### src/rtl/rs_encoder_15_11_pkg.sv
// Shared constants, types and GF(16) arithmetic for the RS(15,11) encoder.
package rs_pkg;

    localparam int N     = 15;
    localparam int K     = 11;
    localparam int SYM_W = 4;
    localparam int NPAR  = N - K;

    // Primitive polynomial x^4 + x + 1
    localparam logic [SYM_W:0] PRIM_POLY = 5'h13;

    typedef logic [SYM_W-1:0] sym_t;

    // g(x) = x^4 + G3 x^3 + G2 x^2 + G1 x + G0
    localparam sym_t G3 = 4'hD;
    localparam sym_t G2 = 4'hC;
    localparam sym_t G1 = 4'h8;
    localparam sym_t G0 = 4'h7;

    localparam logic [3:0] LAST_MSG = 4'(K - 1);
    localparam logic [1:0] LAST_PAR = 2'(NPAR - 1);

    typedef enum logic {
        ST_MSG = 1'b0,
        ST_PAR = 1'b1
    } state_t;

    // Shift-and-add multiply with reduction by the primitive polynomial
    function automatic sym_t gf_mul(input sym_t a, input sym_t b);
        sym_t p;
        sym_t x;
        p = '0;
        x = a;
        for (int i = 0; i < SYM_W; i++) begin
            if (b[i]) begin
                p = p ^ x;
            end
            if (x[SYM_W-1]) begin
                x = {x[SYM_W-2:0], 1'b0} ^ PRIM_POLY[SYM_W-1:0];
            end else begin
                x = {x[SYM_W-2:0], 1'b0};
            end
        end
        return p;
    endfunction

endpackage

### src/rtl/rs_encoder_15_11_if.sv
// Streaming handshake bundle: message symbols in, codeword symbols out.
interface rs_encoder_15_11_if;
    import rs_pkg::*;

    sym_t IN_SYM;
    logic IN_VALID;
    logic IN_READY;
    sym_t OUT_SYM;
    logic OUT_VALID;
    logic OUT_READY;
    logic OUT_LAST;

    // Encoder side
    modport slave (
        input  IN_SYM,
        input  IN_VALID,
        output IN_READY,
        output OUT_SYM,
        output OUT_VALID,
        input  OUT_READY,
        output OUT_LAST
    );

    // Source/sink side
    modport master (
        output IN_SYM,
        output IN_VALID,
        input  IN_READY,
        input  OUT_SYM,
        input  OUT_VALID,
        output OUT_READY,
        input  OUT_LAST
    );

endinterface

### src/rtl/rs_encoder_15_11_gf_mult.sv
// Combinational full GF(16) multiplier.
module full_GF_mult
    import rs_pkg::*;
(
    input  sym_t a_i,
    input  sym_t b_i,
    output sym_t p_o
);

    assign p_o = gf_mul(a_i, b_i);

endmodule

### src/rtl/rs_encoder_15_11.sv
// Systematic RS(15,11) encoder over GF(16): passes the 11 message symbols
// through, then emits the 4 parity symbols (highest degree first).
module rs_encoder_15_11
    import rs_pkg::*;
(
    input  logic                CLK,
    input  logic                RESET,
    rs_encoder_15_11_if.slave   bus
);

    state_t                state_q,   state_d;
    logic [3:0]            msg_cnt_q, msg_cnt_d;
    logic [1:0]            par_cnt_q, par_cnt_d;
    sym_t [NPAR-1:0]       r_q,       r_d;
    sym_t                  out_sym_q,   out_sym_d;
    logic                  out_valid_q, out_valid_d;
    logic                  out_last_q,  out_last_d;

    logic free;
    logic in_ready;
    logic in_xfer;
    sym_t fb;
    sym_t m3, m2, m1, m0;

    // Output register can take a new symbol when empty or being drained
    assign free     = !out_valid_q || bus.OUT_READY;
    assign in_ready = (state_q == ST_MSG) && free;
    assign in_xfer  = bus.IN_VALID && in_ready;
    assign fb       = bus.IN_SYM ^ r_q[NPAR-1];

    full_GF_mult u_mul3 (.a_i(fb), .b_i(G3), .p_o(m3));
    full_GF_mult u_mul2 (.a_i(fb), .b_i(G2), .p_o(m2));
    full_GF_mult u_mul1 (.a_i(fb), .b_i(G1), .p_o(m1));
    full_GF_mult u_mul0 (.a_i(fb), .b_i(G0), .p_o(m0));

    assign bus.IN_READY  = in_ready;
    assign bus.OUT_SYM   = out_sym_q;
    assign bus.OUT_VALID = out_valid_q;
    assign bus.OUT_LAST  = out_last_q;

    // Next-state: LFSR division during message, parity shift-out afterwards
    always_comb begin
        state_d     = state_q;
        msg_cnt_d   = msg_cnt_q;
        par_cnt_d   = par_cnt_q;
        r_d         = r_q;
        out_sym_d   = out_sym_q;
        out_valid_d = out_valid_q;
        out_last_d  = out_last_q;

        case (state_q)
            ST_MSG: begin
                if (in_xfer) begin
                    r_d[3]      = r_q[2] ^ m3;
                    r_d[2]      = r_q[1] ^ m2;
                    r_d[1]      = r_q[0] ^ m1;
                    r_d[0]      = m0;
                    out_sym_d   = bus.IN_SYM;
                    out_valid_d = 1'b1;
                    out_last_d  = 1'b0;
                    if (msg_cnt_q == LAST_MSG) begin
                        msg_cnt_d = '0;
                        state_d   = ST_PAR;
                    end else begin
                        msg_cnt_d = msg_cnt_q + 4'd1;
                    end
                end else if (free) begin
                    // Nothing to send: register empties rather than repeating
                    out_valid_d = 1'b0;
                    out_last_d  = 1'b0;
                end
            end
            ST_PAR: begin
                if (free) begin
                    out_sym_d   = r_q[NPAR-1];
                    out_valid_d = 1'b1;
                    if (par_cnt_q == LAST_PAR) begin
                        // Final parity: leave the LFSR clean for the next frame
                        out_last_d = 1'b1;
                        par_cnt_d  = '0;
                        r_d        = '0;
                        state_d    = ST_MSG;
                    end else begin
                        out_last_d = 1'b0;
                        r_d        = {r_q[NPAR-2:0], sym_t'(0)};
                        par_cnt_d  = par_cnt_q + 2'd1;
                    end
                end
            end
            default: begin
                state_d = ST_MSG;
            end
        endcase
    end

    // State, LFSR and output registers with synchronous reset
    always_ff @(posedge CLK) begin
        if (RESET) begin
            state_q     <= ST_MSG;
            msg_cnt_q   <= '0;
            par_cnt_q   <= '0;
            r_q         <= '0;
            out_sym_q   <= '0;
            out_valid_q <= 1'b0;
            out_last_q  <= 1'b0;
        end else begin
            state_q     <= state_d;
            msg_cnt_q   <= msg_cnt_d;
            par_cnt_q   <= par_cnt_d;
            r_q         <= r_d;
            out_sym_q   <= out_sym_d;
            out_valid_q <= out_valid_d;
            out_last_q  <= out_last_d;
        end
    end

endmodule

### src/flat_wrapper.sv
// flat-port wrapper written by rule: the top's interface ports become plain ports
module rs_encoder_15_11_flat import rs_pkg::*;
  (CLK, RESET, bus_IN_SYM, bus_IN_VALID, bus_IN_READY, bus_OUT_SYM, bus_OUT_VALID, bus_OUT_READY, bus_OUT_LAST);
  rs_encoder_15_11_if bus_i ();
  input  logic CLK;
  input  logic RESET;
  input wire logic [$bits(bus_i.IN_SYM)-1:0] bus_IN_SYM;
  input wire logic [$bits(bus_i.IN_VALID)-1:0] bus_IN_VALID;
  output wire logic [$bits(bus_i.IN_READY)-1:0] bus_IN_READY;
  output wire logic [$bits(bus_i.OUT_SYM)-1:0] bus_OUT_SYM;
  output wire logic [$bits(bus_i.OUT_VALID)-1:0] bus_OUT_VALID;
  input wire logic [$bits(bus_i.OUT_READY)-1:0] bus_OUT_READY;
  output wire logic [$bits(bus_i.OUT_LAST)-1:0] bus_OUT_LAST;
  assign bus_i.IN_SYM = bus_IN_SYM;
  assign bus_i.IN_VALID = bus_IN_VALID;
  assign bus_IN_READY = bus_i.IN_READY;
  assign bus_OUT_SYM = bus_i.OUT_SYM;
  assign bus_OUT_VALID = bus_i.OUT_VALID;
  assign bus_i.OUT_READY = bus_OUT_READY;
  assign bus_OUT_LAST = bus_i.OUT_LAST;
  rs_encoder_15_11 u_core (.CLK(CLK), .RESET(RESET), .bus(bus_i));
endmodule
### config.mk
export PLATFORM = sky130hd
export DESIGN_NAME = rs_encoder_15_11_flat
export DESIGN_NICKNAME = d
export VERILOG_FILES = /design/src/rtl/rs_encoder_15_11_pkg.sv /design/src/rtl/rs_encoder_15_11_if.sv /design/src/rtl/rs_encoder_15_11_gf_mult.sv /design/src/rtl/rs_encoder_15_11.sv /design/src/flat_wrapper.sv
export SDC_FILE = /design/constraint.sdc
export NUM_CORES = 1
export LEC_CHECK = 0
export ABC_AREA = 1
export CORE_MARGIN = 2
export CORE_UTILIZATION = 30
export DETAILED_ROUTE_END_ITERATION = 7
export GPL_TIMING_DRIVEN = 1
export HOLD_SLACK_MARGIN = 0.1
export SYNTH_ARGS = -nofsm -noshare
export SYNTH_HDL_FRONTEND = slang
export SYNTH_SLANG_ARGS = --single-unit
### constraint.sdc
create_clock -name CLK -period 2.6 [get_ports CLK]
set_input_delay 0.52 -clock CLK [delete_from_list [all_inputs] [get_ports CLK]]
set_output_delay 0.52 -clock CLK [all_outputs]
set_load 0.01 [all_outputs]
Word level (Yosys, flattened, before mapping):

Cells that the tools add are included.

* register bits after elaboration: 29
* input port bits: 8
* output and inout port bits: 7
* logic and storage cells: 63

* $add $sub $neg: 2
* eq/ne operators: 5
* multiplexer cells: 25
* bitwise operators: 13
* reductions and logical operators: 8

Operators by type and width (count)
* $mux 16: 3
* $xor 4x4->4: 9
* $pmux 16 s2: 1
* $mux 4: 3
* $mux 1: 10
* $mux 2: 4
* $pmux 4 s2: 1
* $reduce_and 2->1: 4
* $not 2->2: 3
* $pmux 1 s2: 3
* $add 4x1->4 const B: 1
* $eq 4x4->1 const B: 1
* $ne 3x1->1 const B: 1
* $add 2x1->2 const B: 1
* $eq 2x2->1 const B: 1
* $logic_and 1x1->1: 2
* $ne 2x1->1 const B: 1
* $ne 2x2->1 const B: 1
* $logic_not 1->1: 1
* $logic_or 1x1->1: 1
* $not 1->1: 1

Logic depth before layout (Yosys ltp):

Gate-level depths: netlist of the first run.

* depth after elaboration: 11
* gate-level depth with buffers: 11
* depth with buffers taken out: 11

Hierarchy:

A second synthesis of the first run with hierarchy kept.

* cells, all modules: 517
* area, all modules: 2773.9 um2

By module, submodules not included
* rs_encoder_15_11: instances 1, cells each 225, area each 1472.7 um2, seq. area each 580.6 um2
* full_GF_mult: instances 4, cells each 73, area each 325.3 um2, seq. area each 0.0 um2

Worst setup path after synthesis of the first run:

No wires, ideal clock.

* path kind: in2reg
* from: input port bus_OUT_READY
* to: register u_core.r_q[6] (netlist name)
* setup time: 122 ps
* arrival time: 1215 ps
* required time: 2478 ps
* setup slack: 1263 ps
* stages: 7
* path buffers: 1
* path through: nor2_4 -> inv_2 -> o21ai_4 -> inv_2 -> buf_6 -> o21ai_0 -> a21oi_1

* cells in the longest elaborated chain, start to end: 5
* elaborated cells between the ends (all ways): 6
* those cells by class: eq/ne: 2; reduce/logical: 4

RTL lines
* from (decl): line flat_wrapper.sv:12 `input wire logic [$bits(bus_i.OUT_READY)-1:0] bus_OUT_READY;`
* $logic_or 1x1->1 (*): line rs_encoder_15_11.sv:26 `assign free = !out_valid_q || bus.OUT_READY;`
* $logic_and 1x1->1: line rs_encoder_15_11.sv:27 `assign in_ready = (state_q == ST_MSG) && free;`
* $logic_and 1x1->1: line rs_encoder_15_11.sv:28 `assign in_xfer = bus.IN_VALID && in_ready;`
* $ne 2x1->1 (no line)
* $reduce_and 2->1 (no line) (*)
* to (signal assigned): line rs_encoder_15_11.sv:110 `r_q <= r_d;`
* to (decl): line rs_encoder_15_11.sv:14 `sym_t [NPAR-1:0] r_q, r_d;`

Every way passes the cells marked *; elsewhere a longest branch is shown, timed or not.
A chain may end at the register's enable or synchronous reset.

Worst setup path in the final report of the first run:

* from: input port bus_OUT_READY
* to: output port bus_IN_READY

* cells in the longest elaborated chain, start to end: 2

RTL lines
* $logic_or 1x1->1: line rs_encoder_15_11.sv:26
* $logic_and 1x1->1: line rs_encoder_15_11.sv:27
* to (decl): line flat_wrapper.sv:9 `output wire logic [$bits(bus_i.IN_READY)-1:0] bus_IN_READY;`

Every way passes these cells.

==> flow_summary.toml, run 1 <==
[detailed_routing]
vias = 1510
routed_wl_um = 3680
wire_per_inst_um = 11.2
drtAntennaViolNets = 0
detailedRoute.firstIterationViolations = 104
drt_pass1_iterations = 4
drc_errors = 0
vias_per_cell = 4.58

[worst_setup_path]
worstPathMaxFanout = 5
regToRegSetupSlack_ns = 0.87
end_kind = "primary output"
cp-start-kind = "input pin"
r2r_start = "u_core.state_q"
criticalPathCategory = "input pin to primary output"
rr_endpoint = "u_core.r_q[15]"
reg2reg_depth = 6
crit_arrival_ns = 1.74
required_ns = 2.08

[global_route]
track_usage_pct = 13.0
antenna_found_initial = 0
grt_max_degree = 23
grt_pass1_vias = 1398
grt_pass1_wl_um = 6400
grt_overflow = 0

[yosys]
synth_area_leaders = "dfxtp_1 34%, nand2_1 14%, a21oi_1 5.5%"
yosys_warnings = 0
ys_seq_area_share_pct = 33.8
synth_nets = 253
synth.avg_cell_area_um2 = 7.04
syn-instance-count = 244
synth_top_area_share_pct = 33.8
synthDistinctLibCells = 31
ys_ff_latch = 29
synth_edf_count = 0
syn_area_um2 = 1720
ys.flop_type = "dfxtp_1"
async_flop_share_pct = 0
yosysTopAreaCell = "dfxtp_1"

[placed_design]
dp_hpwl_um = 2610
gp_congestion = 0.814
dpl-instance-area_um2 = 1890
place_inst = 323
io_buffers = 14

[layout]
fin_cells = 330
antennaDiodeCount = 0
fin_nets = 267
post-route-util_pct = 35.9
finish.instance_area_um2 = 1980
final_cell_mix = "66 x nand2_1, 29 x dfxtp_1, 25 x inv_1"
drive_gt1_share_pct = 15.9
layout_commonest_cell = "nand2_1"
syn_to_final_growth_pct = 15.1

[sta]
max_slew_margin_pct = 59.8
tightest_slew_ns = 0.603
finalCritPeriodShare_pct = 87.0
rsz0062_at_grt = "no"
fin_crit_ns = 2.26
tns_ns = 0
setup_viol = 0
finalHoldViolations = 0
fin_skew_ns = 0.00765
drv_slew = 0
max_freq_mhz = 442

[worst_hold_path]
min_path_cells = 2
hold_class = "flop to flop"
hp-start = "u_core.r_q[3]"
min_to = "u_core.r_q[3]"

[clock_network]
clk_path_buf_depth = 2
clock_latency_ns = 0.28
cts_buffers = 5
postCtsSetupRepairBufs = 0
cts.sinks = 29
tritoncts = "yes"
cts_resized = 0
cts_hold_buf = 0
htreeDepth = 2
clk_pin_slew_ns = 0.05
cts-root-buf = "clkbuf_8"

[power]
leakagePower_nw = 0.920
powerDensity_nw_per_um2 = 595
power_mw = 1.18
ir_worst_vdd_uv = 258

[run]
drv_cap = 0

[die]
start_util_pct = 31.2
die_width_um = 79.6
rows = 27
die_h_um = 79.6
io_pins = 15
coreArea_um2 = 5510
die_area_um2 = 6340

[run_status]
status = "finished, final reports clean"
final cells by class:
cell class	count	area [um2]
repair buffers	15	148
well taps	72	90.1
inverters	32	123
multi-input cells	175	948
flip-flops and latches	29	581
fillers	596	3530
clock buffers	7	86.3
sequential cells by signal, summed over array words and instances (netlist names):
register,cells
u_core.bus.OUT_LAST,1
u_core.bus.OUT_SYM,4
u_core.bus.OUT_VALID,1
u_core.msg_cnt_q,4
u_core.par_cnt_q,2
u_core.r_q,16
u_core.state_q,1
worst max-delay path, stage by stage:
cell and delay [ns]:
clkdlybuf4s50_1 0.50, nor2_4 0.07, nor2_4 0.09, clkdlybuf4s50_1 0.55
cell families (layout without fill, tap and decap cells):
family                   after synthesis  after routing  synth area share [%]
AND/OR/NAND/NOR                      125            125                  36.7
XOR/XNOR                               4              4                  2.04
adder cells (fa/ha/maj)                1              1                 0.729
flip-flops                            29             29                  33.8
AO/OA/AOI/OAI                         45             45                  15.7
buffers and inverters                 40             54                  10.9
synth_stat cells, types with 2 or more instances:
cell type,number
nand2_2,11
inv_1,25
nor3_1,3
nand4_1,3
nand2_1,66
o21ai_0,14
o211ai_2,2
a31oi_1,5
nor2_4,2
dfxtp_1,29
clkbuf_1,2
xor2_1,2
buf_6,4
nor2_1,10
inv_2,6
nand2_4,7
xnor2_1,2
nand3_1,18
a21oi_1,19
o211ai_1,3
power breakdown:
part | internal (mW) | switching, mW
clock | 0.209 | 0.161
sequential | 0.484 | 0.0268
combinational | 0.116 | 0.179
routing by layer:
layer | global-route usage (%) | wire length, um | share of wire (%) | vias up
li1 | - | - | - | 816
met2 | 21.2 | 1620 | 44 | 23
met3 | 3.51 | 168 | 4.6 | 6
met1 | 16.5 | 1840 | 50 | 665
met5 | 0 | 0 | 0 | -
met4 | 4.66 | 53 | 1.4 | 0
worst max path at each step:
stage | from | to | slack, ns | cells past startpoint
2_1_floorplan | bus_OUT_READY | u_core.r_q[6] | 1.26 | 7
4_1_cts | bus_OUT_READY | bus_IN_READY | 0.33 | 4
3_3_place_gp | bus_OUT_READY | bus_IN_READY | 0.34 | 4
5_1_grt | bus_OUT_READY | bus_IN_READY | 0.30 | 4
3_5_place_dp | bus_OUT_READY | bus_IN_READY | 0.35 | 4
6_report | bus_OUT_READY | bus_IN_READY | 0.34 | 4
through the flow:
| stage | setup slack [ns] | hold WS (ns) |
|---|---|---|
| after floorplan | 1.26 | 0.444 |
| after global placement | 0.342 | 0.454 |
| after detailed placement | 0.347 | 0.474 |
| after CTS | 0.335 | 0.484 |
| after global routing | 0.297 | 0.509 |
| final | 0.338 | 0.482 |
(Power assumes the default switching activity.)
==> run 2: changes to the inputs <==
CORE_UTILIZATION = 45   (was 30)
==> run 2 against run 1 <==
  * Routed wire length hardly changed
  * Critical endpoint unchanged
  * Critical path depth stayed put
  * Largest cell class unchanged
  * Sequential share of layout area is 0.45 points higher
  * Via count is 1.5% higher
  * Flip-flop and latch count stayed put
  * Largest power group unchanged
==> flow_summary.toml, run 2 (same netlist as run 1, synthesis figures left out) <==
[detailed_routing]
vias_per_cell = 5.01
wire_per_inst_um = 12.0
drt_pass1_iterations = 4
drc_errors = 0
drtAntennaViolNets = 0
detailedRoute.firstIterationViolations = 55
routed_wl_um = 3680
vias = 1532

[clock_network]
cts_hold_buf = 0
cts.sinks = 29
cts_buffers = 5
cts-root-buf = "clkbuf_8"
htreeDepth = 2
clock_latency_ns = 0.29
postCtsSetupRepairBufs = 0
clk_pin_slew_ns = 0.05
tritoncts = "yes"
cts_resized = 0
clk_path_buf_depth = 2

[die]
rows = 22
die_width_um = 65.8
die_area_um2 = 4330
io_pins = 15
coreArea_um2 = 3660
die_h_um = 65.8
start_util_pct = 46.9

[global_route]
grt_overflow = 0
grt_pass1_vias = 1390
antenna_found_initial = 0
track_usage_pct = 19.1
grt_pass1_wl_um = 6200
grt_max_degree = 23

[worst_setup_path]
slowest_delay_ns = 0.54
cp-start-kind = "input pin"
path_cells = "clkdlybuf4s50_1 -> nor2_4 -> nor2_4 -> clkdlybuf4s50_1"
worstPathMaxFanout = 5
required_ns = 2.08
slowest_stage = "clkdlybuf4s50_1"
path_delay_family = "buffers and inverters"
crit_arrival_ns = 1.73
path_buf_inv = 2
criticalPathCategory = "input pin to primary output"
end_kind = "primary output"

[run]
drv_cap = 0

[sta]
fin_crit_ns = 2.25
max_freq_mhz = 445
max_slew_margin_pct = 60.6
tns_ns = 0
fin_skew_ns = 0.00997
finalCritPeriodShare_pct = 86.5
tightest_slew_ns = 0.590
drv_slew = 0
finalHoldViolations = 0
rsz0062_at_grt = "no"
setup_viol = 0

[layout]
largest_reg_flops = 16
final_cell_mix = "66 x nand2_1, 29 x dfxtp_1, 25 x inv_1"
drive_gt1_share_pct = 15.9
post-route-util_pct = 53.1
layout_commonest_cell = "nand2_1"
n_fill_cell = 386
regMostFlops = "u_core.r_q"
finish.instance_area_um2 = 1950
fin_nets = 267
syn_to_final_growth_pct = 13.3
antennaDiodeCount = 0

[placed_design]
dpl-instance-area_um2 = 1860
io_buffers = 14
gp_congestion = 0.798
dp_hpwl_um = 2670

[power]
ir_worst_vdd_uv = 362
powerDensity_nw_per_um2 = 608
leakagePower_nw = 0.920

[run_status]
status = "finished, final reports clean"

[worst_hold_path]
hold_class = "flop to flop"
-- run 2: where the power goes --
group / total, mW / internal (mW) / switching (mW)
sequential: 0.511 / 0.484 / 0.0273
clock: 0.379 / 0.209 / 0.170
combinational: 0.293 / 0.116 / 0.178
-- run 2: per-layer routing --
metal | share of wire, % | vias to the layer above | track usage [%]
met3 | 3.6 | 8 | 4.62
met5 | 0 | - | 0
met4 | 2.0 | 0 | 8.59
met1 | 48 | 694 | 23.5
met2 | 47 | 17 | 31.3
li1 | - | 813 | -
-- run 2: area by class of cell --
type | count | area [um2] | share of cell area [%]
flip-flops and latches | 29 | 581 | 29.8
repair buffers | 15 | 148 | 7.59
clock buffers | 7 | 86.3 | 4.44
multi-input cells | 175 | 948 | 48.7
well taps | 48 | 60.1 | 3.09
inverters | 32 | 123 | 6.30
-- run 2: tightest hold or removal path, cell delays in order (launching register included) --
cell and delay, ns:
dfxtp_1 0.31, nand2_1 0.06, a21oi_1 0.06
-- run 2: through the flow --
| stage | std cells | power (mW) | hold slack [ns] | setup WS [ns] |
|---|---|---|---|---|
| after floorplan | 244 | 0.745 | 0.444 | 1.26 |
| after global placement | 299 | 0.812 | 0.457 | 0.354 |
| after detailed placement | 299 | 0.816 | 0.466 | 0.356 |
| after CTS | 306 | 1.19 | 0.475 | 0.347 |
| after global routing | 306 | 1.25 | 0.499 | 0.329 |
| final | 306 | 1.18 | 0.473 | 0.351 |
-- run 2: final timing paths --
check / slack, ns / to / start / cells past startpoint
hold / removal: 0.47 / u_core.r_q[8] / u_core.r_q[8] / 2
setup reg to reg: 0.89 / u_core.r_q[15] / u_core.state_q / 6
setup / recovery: 0.35 / bus_IN_READY / bus_OUT_READY / 4
hold reg to reg: 0.47 / u_core.r_q[8] / u_core.r_q[8] / 2
==> run 3: changes to the inputs <==
CORE_UTILIZATION = 35   (was 45)
==> run 3 against run 2 <==
  * Sequential share of layout area is 0.36 points lower
  * Setup slack worse by 0.0076 ns
  * Clock skew is 0.0078 ns lower
  * Via count is 1.2% higher
  * Fmax is 0.34% lower
  * Sequential power hardly changed
  * Combinational power hardly changed
  * Hold slack worse by 0.0028 ns
  * Critical path type unchanged
==> flow_summary.toml, run 3 (same netlist as run 1, synthesis figures left out) <==
[sta]
tns_ns = 0
drv_slew = 0
fin_crit_ns = 2.26
max_slew_margin_pct = 59.9
fin_skew_ns = 0.00221
tightest_slew_ns = 0.601
max_freq_mhz = 443
finalCritPeriodShare_pct = 86.8
finalHoldViolations = 0
setup_viol = 0
rsz0062_at_grt = "no"

[detailed_routing]
drt_pass1_iterations = 4
drc_errors = 0
vias = 1551
vias_per_cell = 4.77
routed_wl_um = 3700
drtAntennaViolNets = 0
detailedRoute.firstIterationViolations = 69
wire_per_inst_um = 11.4

[clock_network]
clk_path_buf_depth = 2
clk_pin_slew_ns = 0.06
htreeDepth = 2
cts.sinks = 29
cts_hold_buf = 0
clock_latency_ns = 0.28
tritoncts = "yes"
cts_buffers = 5
postCtsSetupRepairBufs = 0
cts_resized = 0
cts-root-buf = "clkbuf_8"

[worst_setup_path]
end_kind = "primary output"
crit_arrival_ns = 1.74
r2r_start = "u_core.state_q"
required_ns = 2.08
cp-startpoint = "bus_OUT_READY"
worstPathMaxFanout = 5
cp-start-kind = "input pin"
criticalPathCategory = "input pin to primary output"

[layout]
layout_commonest_cell = "nand2_1"
antennaDiodeCount = 0
n_fill_cell = 507
largest_reg_flops = 16
seqCellArea_um2 = 581
syn_to_final_growth_pct = 14.7
final_cell_mix = "66 x nand2_1, 29 x dfxtp_1, 25 x inv_1"
fin_cells = 325
drive_gt1_share_pct = 15.9
fin_nets = 267
regMostFlops = "u_core.r_q"
multi_input_area_um2 = 948

[worst_hold_path]
hp-start = "u_core.r_q[8]"
hold_class = "flop to flop"

[power]
leakagePower_nw = 0.920
ir_worst_vdd_uv = 294
switching_share_pct = 31.3
powerDensity_nw_per_um2 = 598
clkPwrFrac_pct = 31.7
comb_power_share_pct = 24.9
internal-power_mw = 0.809
p_sw_mw = 0.369
p_seq_share_pct = 43.3

[placed_design]
io_buffers = 14
gp_congestion = 0.805
place_inst = 318
dp_hpwl_um = 2560

[die]
rows = 25
io_pins = 15
coreArea_um2 = 4720
die_area_um2 = 5480
start_util_pct = 36.3
die_h_um = 74.0
die_width_um = 74.0

[global_route]
grt_max_degree = 23
track_usage_pct = 15.4
grt_pass1_wl_um = 6380
grt_overflow = 0
grt_pass1_vias = 1442
antenna_found_initial = 0

[run_status]
status = "finished, final reports clean"

[run]
drv_cap = 0
[run 3: cell counts in the layout (fill, tap and decap cells not counted)]
Identical to the previous run, type by type.
[run 3: power groups by stage]
| stage | Clock [mW] | Combinational [mW] | Sequential [mW] |
|---|---|---|---|
| detailed placement | 0 | 0.294 | 0.519 |
| floorplan | 0 | 0.227 | 0.518 |
| CTS | 0.390 | 0.295 | 0.510 |
| global placement | 0 | 0.290 | 0.519 |
| global route | 0.408 | 0.334 | 0.515 |
| finish | 0.374 | 0.294 | 0.510 |
[run 3: critical path, cell delays in order]
cell and delay (ns):
clkdlybuf4s50_1 0.50, nor2_4 0.07, nor2_4 0.09, clkdlybuf4s50_1 0.54
[run 3: final cells by class]
class                      instances  share of cell area (%)
timing repair buffer              15                    7.50
sequential                        29                    29.5
tap                               67                    4.26
multi-input combinational        175                    48.2
clock buffer                       7                    4.38
inverter                          32                    6.23
[run 3: final timing paths]
path | endpoint | slack [ns] | cells past startpoint
setup reg to reg | u_core.r_q[15] | 0.87 | 6
setup / recovery | bus_IN_READY | 0.34 | 4
hold reg to reg | u_core.r_q[8] | 0.47 | 2
hold / removal | u_core.r_q[8] | 0.47 | 2
[run 3: through the flow]
stage	util [%]	cell area, um2	setup WS [ns]	power [mW]	hold slack, ns
after floorplan	-	1720	1.26	0.745	0.444
after global placement	39.9	1880	0.342	0.810	0.458
after detailed placement	39.9	1880	0.347	0.813	0.462
after CTS	41.7	1970	0.344	1.20	0.470
after global routing	41.7	1970	0.309	1.26	0.498
final	41.7	1970	0.343	1.18	0.470
[run 3: layer usage]
layer  part of all wire (%)  vias to the layer above  global-route usage [%]
met3                    3.1                        7                    3.79
li1                       -                      816                       -
met4                    1.4                        0                    7.88
met2                     45                       24                    24.7
met5                      0                        -                       0
met1                     50                      704                    19.1
